### config.mk
export PLATFORM = sky130hd
export DESIGN_NAME = cam_frame_writer
export DESIGN_NICKNAME = d
export VERILOG_FILES = /design/src/rtl/cam_frame_writer.sv
export SDC_FILE = /design/constraint.sdc
export NUM_CORES = 1
export LEC_CHECK = 0
export CAP_MARGIN = 20
export CORE_AREA = 4 4 113 222
export CTS_CLUSTER_DIAMETER = 50
export DETAILED_ROUTE_END_ITERATION = 6
export DIE_AREA = 0 0 117 226
export GPL_ROUTABILITY_DRIVEN = 0
export MAX_ROUTING_LAYER = met4
export PLACE_DENSITY = 0.73
export SLEW_MARGIN = 20
export SYNTH_ARGS = -nofsm -noshare
export SYNTH_HDL_FRONTEND = slang
export SYNTH_SLANG_ARGS = --single-unit
### constraint.sdc
create_clock -name clk -period 5.39 [get_ports clk]
set_input_delay 1.078 -clock clk [delete_from_list [all_inputs] [get_ports clk]]
set_output_delay 1.078 -clock clk [all_outputs]
set_load 0.005 [all_outputs]
### src/rtl/cam_frame_writer.sv
// cam_frame_writer: camera capture DMA stage feeding mem_controller.
// Packs four byte-wide pixels into a little-endian 32-bit word (pixel 0 in
// bits [7:0]). Packed words pass through a small FIFO and are written as
// single-cycle writes into the frame buffer at BASE_ADDR.
//
// Ports:
//   clk, rst_n        clock, asynchronous active-low reset
//   start             pulse in IDLE: arm capture of one frame
//   frame_start       camera vsync pulse
//   pix_valid/pix_data  pixel stream
//   mem_grant         memory port available this cycle
//   address/data_in/we  write port to mem_controller (registered)
//   busy              FSM not IDLE
//   frame_done        pulse: last word of the frame has been written
//   overflow          sticky: a packed word was dropped on a full FIFO
//   restart_err       sticky: frame_start arrived mid-frame
//   buf_sel           frame buffer used by the current/last frame
//
// Build option: define CAM_DOUBLE_BUFFER_EN to alternate between BASE_ADDR
// and BASE_ADDR+BUF_STRIDE on each frame; otherwise buf_sel is tied to 0.
module cam_frame_writer #(
  parameter logic [31:0] BASE_ADDR   = 32'h0005_0000,
  parameter int unsigned FRAME_WORDS = 4800,
  parameter int unsigned FIFO_DEPTH  = 4,
  parameter logic [31:0] BUF_STRIDE  = 32'h0000_8000
) (
  input  logic        clk,
  input  logic        rst_n,
  input  logic        start,
  input  logic        frame_start,
  input  logic        pix_valid,
  input  logic [7:0]  pix_data,
  input  logic        mem_grant,
  output logic [31:0] address,
  output logic [31:0] data_in,
  output logic        we,
  output logic        busy,
  output logic        frame_done,
  output logic        overflow,
  output logic        restart_err,
  output logic        buf_sel
);

  localparam logic [1:0] S_IDLE    = 2'd0;
  localparam logic [1:0] S_ARMED   = 2'd1;
  localparam logic [1:0] S_CAPTURE = 2'd2;
  localparam logic [1:0] S_DRAIN   = 2'd3;

  localparam int unsigned AW       = $clog2(FIFO_DEPTH);
  localparam logic [AW:0] FULL_CNT = (AW+1)'(FIFO_DEPTH);
  localparam logic [15:0] LAST_IDX = 16'(FRAME_WORDS - 1);

  logic [1:0]    state;
  logic [1:0]    pix_cnt;
  logic [15:0]   word_idx;
  logic [23:0]   wbuf;
  logic [15:0]   fifo_idx  [FIFO_DEPTH];
  logic [31:0]   fifo_word [FIFO_DEPTH];
  logic [AW-1:0] rd_ptr, wr_ptr;
  logic [AW:0]   count;

  logic          resync, in_capt, take, push, pop, full, wr_en, last;
  logic [1:0]    cur_cnt;
  logic [15:0]   cur_idx;
  logic [31:0]   base;

  // frame_start in ARMED or CAPTURE restarts counting; a pixel in the same
  // cycle is pixel 0 of the new frame.
  always_comb begin
    resync  = frame_start && (state == S_ARMED || state == S_CAPTURE);
    in_capt = (state == S_CAPTURE) || resync;
    cur_cnt = resync ? 2'd0 : pix_cnt;
    cur_idx = resync ? '0 : word_idx;
    take    = in_capt && pix_valid;
    push    = take && (cur_cnt == 2'd3);
    last    = push && (cur_idx == LAST_IDX);
    pop     = (count != '0) && mem_grant;
    full    = (count == FULL_CNT);
    // a pop in the same cycle frees the slot for the push
    wr_en   = push && (!full || pop);
  end

  assign busy = (state != S_IDLE);
  assign base = BASE_ADDR + (buf_sel ? BUF_STRIDE : '0);

  // FIFO storage carries no reset; validity is tracked by count/pointers.
  always_ff @(posedge clk) begin
    if (wr_en) begin
      fifo_idx[wr_ptr]  <= cur_idx;
      fifo_word[wr_ptr] <= {pix_data, wbuf};
    end
  end

  always_ff @(posedge clk or negedge rst_n) begin
    if (!rst_n) begin
      rd_ptr  <= '0;
      wr_ptr  <= '0;
      count   <= '0;
      we      <= 1'b0;
      address <= '0;
      data_in <= '0;
    end else begin
      we <= pop;
      if (pop) begin
        rd_ptr  <= rd_ptr + 1'b1;
        address <= base + {14'd0, fifo_idx[rd_ptr], 2'b00};
        data_in <= fifo_word[rd_ptr];
      end
      if (wr_en) wr_ptr <= wr_ptr + 1'b1;
      if (wr_en && !pop)      count <= count + 1'b1;
      else if (!wr_en && pop) count <= count - 1'b1;
    end
  end

  always_ff @(posedge clk or negedge rst_n) begin
    if (!rst_n) begin
      state       <= S_IDLE;
      pix_cnt     <= '0;
      word_idx    <= '0;
      wbuf        <= '0;
      frame_done  <= 1'b0;
      overflow    <= 1'b0;
      restart_err <= 1'b0;
    end else begin
      frame_done <= 1'b0;
      if (state == S_IDLE && start) begin
        state       <= S_ARMED;
        overflow    <= 1'b0;
        restart_err <= 1'b0;
      end
      if (state == S_CAPTURE && frame_start) restart_err <= 1'b1;
      if (in_capt) begin
        state    <= last ? S_DRAIN : S_CAPTURE;
        pix_cnt  <= cur_cnt + {1'b0, take};
        word_idx <= cur_idx + {15'd0, push};
        if (take) begin
          case (cur_cnt)
            2'd0:    wbuf[7:0]   <= pix_data;
            2'd1:    wbuf[15:8]  <= pix_data;
            2'd2:    wbuf[23:16] <= pix_data;
            default: ;
          endcase
        end
      end
      if (push && full && !pop) overflow <= 1'b1;
      if (state == S_DRAIN && count == '0) begin
        state      <= S_IDLE;
        frame_done <= 1'b1;
      end
    end
  end

`ifdef CAM_DOUBLE_BUFFER_EN
  always_ff @(posedge clk or negedge rst_n) begin
    if (!rst_n)
      buf_sel <= 1'b0;
    else if (state == S_DRAIN && count == '0)
      buf_sel <= ~buf_sel;
  end
`else
  assign buf_sel = 1'b0;
`endif

endmodule

==> summary.md <==
| Metric | Value |
|---|---|
| Max-Cap Viols | `0` |
| Initial Util | `0.493` |
| Worst min path class | `flip-flop to flip-flop` |
| Synth cell types | `40` |
| Max FO, Critical Path | `26` |
| Sequential fraction of the synthesis area | `0.729` |
| Wire length of the first global-routing pass | `32.7 mm` |
| Final Hold Fails | `0` |
| Width of the chip | `117 um` |
| Post-CTS resize count | `0` |
| PD cells | `479 mW/mm^2` |
| Vias in the first global route | `5869` |
| Most frequent cells in the layout | `edfxtp_1 (192), dfrtp_1 (103), clkdlybuf4s50_1 (67)` |
| Yosys warns | `0` |
| TritonCTS clock tree | `built` |
| Maximum VDD drop | `0.354 mV` |
| DPL Wire Length | `13.6 mm` |
| Cell Area, Placed | `0.0124 mm^2` |
| Input/output buffers | `68` |
| Num CTS Buffers | `25` |
| Top cells by area, synth | `edfxtp_1 (50%), dfrtp_1 (23%), mux4_2 (9.4%)` |
| Slew HR | `0.349` |
| Worst-path clk slew | `0.06 ns` |
| Pin count of the biggest net entering global routing | `71` |
| CP Launch Type | `input port` |
| Fin Clk Skew | `0.0173 ns` |
| Wirelength per Cell | `21.0 um` |
| Post-synth top area share | `0.501` |
| Final WL | `20.6 mm` |
| TNS Setup | `0 ns` |
| Die area | `0.0264 mm^2` |
| Hold WS | `0.481 ns` |
| Total congestion overflow | `0` |
| Finish-stage setup viols | `0` |
| Height of the die | `226 um` |
| Share of cells above drive strength 1 | `0.256` |
| P&R area growth vs syn | `15.2%` |
| Crit end category | `flip-flop` |
| Overall Power | `6.35 mW` |
| Commonest non-fill, non-tap cell in the layout | `edfxtp_1` |
| Slew Limit Fails | `0` |
| Synth area leader | `edfxtp_1` |
| Clock Path Buffers | `3` |
| Initial antenna violation count | `0` |
| DR vias | `5420` |
| Tmin final | `3.57 ns` |
| CTS sink cnt | `297` |
| Synthesized flop and latch total | `297` |
| GRT Util Overall | `0.168` |
| Fin area | `0.0133 mm^2` |
| Period utilization | `0.662` |
| H-tree depth | `1` |
| DR iter-0 viols | `281` |
| DR pass1 iterations | `4` |
| Status | `finished clean` |
| Total setup buffers inserted after CTS | `0` |
| Post-placement cell count | `937` |
| Cell row count | `79` |
| Cells after synthesis | `604` |
| Worst slew pin tran | `0.977 ns` |
| Clk root buf | `clkbuf_16` |
| Area of the core | `0.0233 mm^2` |
| Worst skew pair latency | `0.53 ns` |
| Number of I/O pins | `84` |
| CP arrival | `3.74 ns` |
| Finished Layout Cells | `983` |
| Synth Cell Area | `0.0115 mm^2` |
| DRT antenna net count | `0` |
| Critical path data required time | `5.57 ns` |
| Fin nets | `708` |
| Hold buffers post-CTS | `0` |
| Drc violations | `0` |
| Fmax | `0.280 GHz` |
| Kind of critical path | `input port to flip-flop` |
| Synth Area per Inst | `19.1 um^2` |
| Via density | `5.51` |
| RSZ-0062 raised after global routing | `no` |
| Static Leak | `4.91 nW` |
| Antenna Cells | `0` |
==> cell usage after synthesis, drive strengths merged <==
library cell,instances
edfxtp,192
dfrtp,105
mux2,72
mux4,48
buf,31
nand2,30
and2,20
ha,12
xnor2,12
inv,11
nand4,9
xor2,9
clkbuf,7
a21oi,6
nor2,6
nand3,5
and3,4
nor3,3
nor4,3
o21ai,3
a21boi,2
a21o,2
a22o,2
a21bo,1
clkinv,1
conb,1
fa,1
nand3b,1
nor2b,1
nor3b,1
nor4b,1
or3b,1
or4,1
==> path summary, 6_finish.rpt <==
check	cells after the start	end	slack (ns)	startpoint
setup / recovery	6	fifo_idx[0][2]	1.82	frame_start
hold / removal	2	address[17]	0.48	address[17]
setup reg to reg	7	fifo_idx[0][2]	2.13	state[1]
hold reg to reg	2	address[17]	0.48	address[17]
max in group asynchronous	2	address[17]	3.68	rst_n
min in group asynchronous	1	data_in[6]	0.66	rst_n
==> layout make-up <==
| cell class | count | area (um^2) |
|---|---|---|
| Clock buffer | 31 | 678 |
| Tap cell | 283 | 354 |
| Multi-Input combinational cell | 271 | 2900 |
| Clock inverter | 15 | 154 |
| Timing Repair Buffer | 74 | 723 |
| Sequential cell | 297 | 8400 |
| Inverter | 12 | 45.0 |
| Fill cell | 1782 | 10100 |
==> flip-flops by register name, summed over array words and instances, names as in the netlist <==
| name | cells |
|---|---|
| frame_done | 1 |
| restart_err | 1 |
| address | 18 |
| pix_cnt | 2 |
| fifo_word | 128 |
| state | 2 |
| count | 3 |
| rd_ptr | 2 |
| overflow | 1 |
| data_in | 32 |
| wr_ptr | 2 |
| fifo_idx | 64 |
| word_idx | 16 |
| wbuf | 24 |
| we | 1 |
==> power by group <==
group	total, mW	leakage [nW]	internal [mW]	switching [mW]
registers	3.21	3.08	2.82	0.399
logic	1.34	1.44	0.937	0.404
clock network	1.80	0.395	1.00	0.792
total	6.35	4.91	4.76	1.59
==> metrics by stage <==
step           utilization  setup slack [ns]
2_1_floorplan            -              1.90
3_3_place_gp         0.533              1.39
3_5_place_dp         0.533              1.26
4_1_cts              0.568              1.81
5_1_grt              0.568              1.61
6_report             0.568              1.82
==> metal layers <==
| layer | up-vias | part of all wire | track usage |
|---|---|---|---|
| met4 | 0 | 0.024 | 0.0522 |
| met3 | 33 | 0.034 | 0.0180 |
| met1 | 2845 | 0.36 | 0.194 |
| met2 | 115 | 0.58 | 0.304 |
| met5 | - | 0 | - |
| li1 | 2427 | - | - |
==> cell families (layout without fill, tap and decap cells) <==
logic type                 count (synthesis)  in the layout  synth area share
DFF                                      297            297             0.729
muxes                                    120            120             0.167
and+or+nand+nor                           86             86            0.0390
buffers and inverters                     50            132            0.0239
xor gates and xnor gates                  21             21            0.0160
AOI/OAI and AO/OA                         16             16           0.00957
adders and majority gates                 13             13            0.0148
other                                      1             15          0.000326
==> critical path, cell delays in order <==
cell and delay [ns]:
clkdlybuf4s50_1 0.60, a21boi_1 0.31, nand4_1 0.22, nor2_1 0.40
and2_2 0.63, buf_4 0.49
Note: power is estimated with default switching activity, not from simulation.
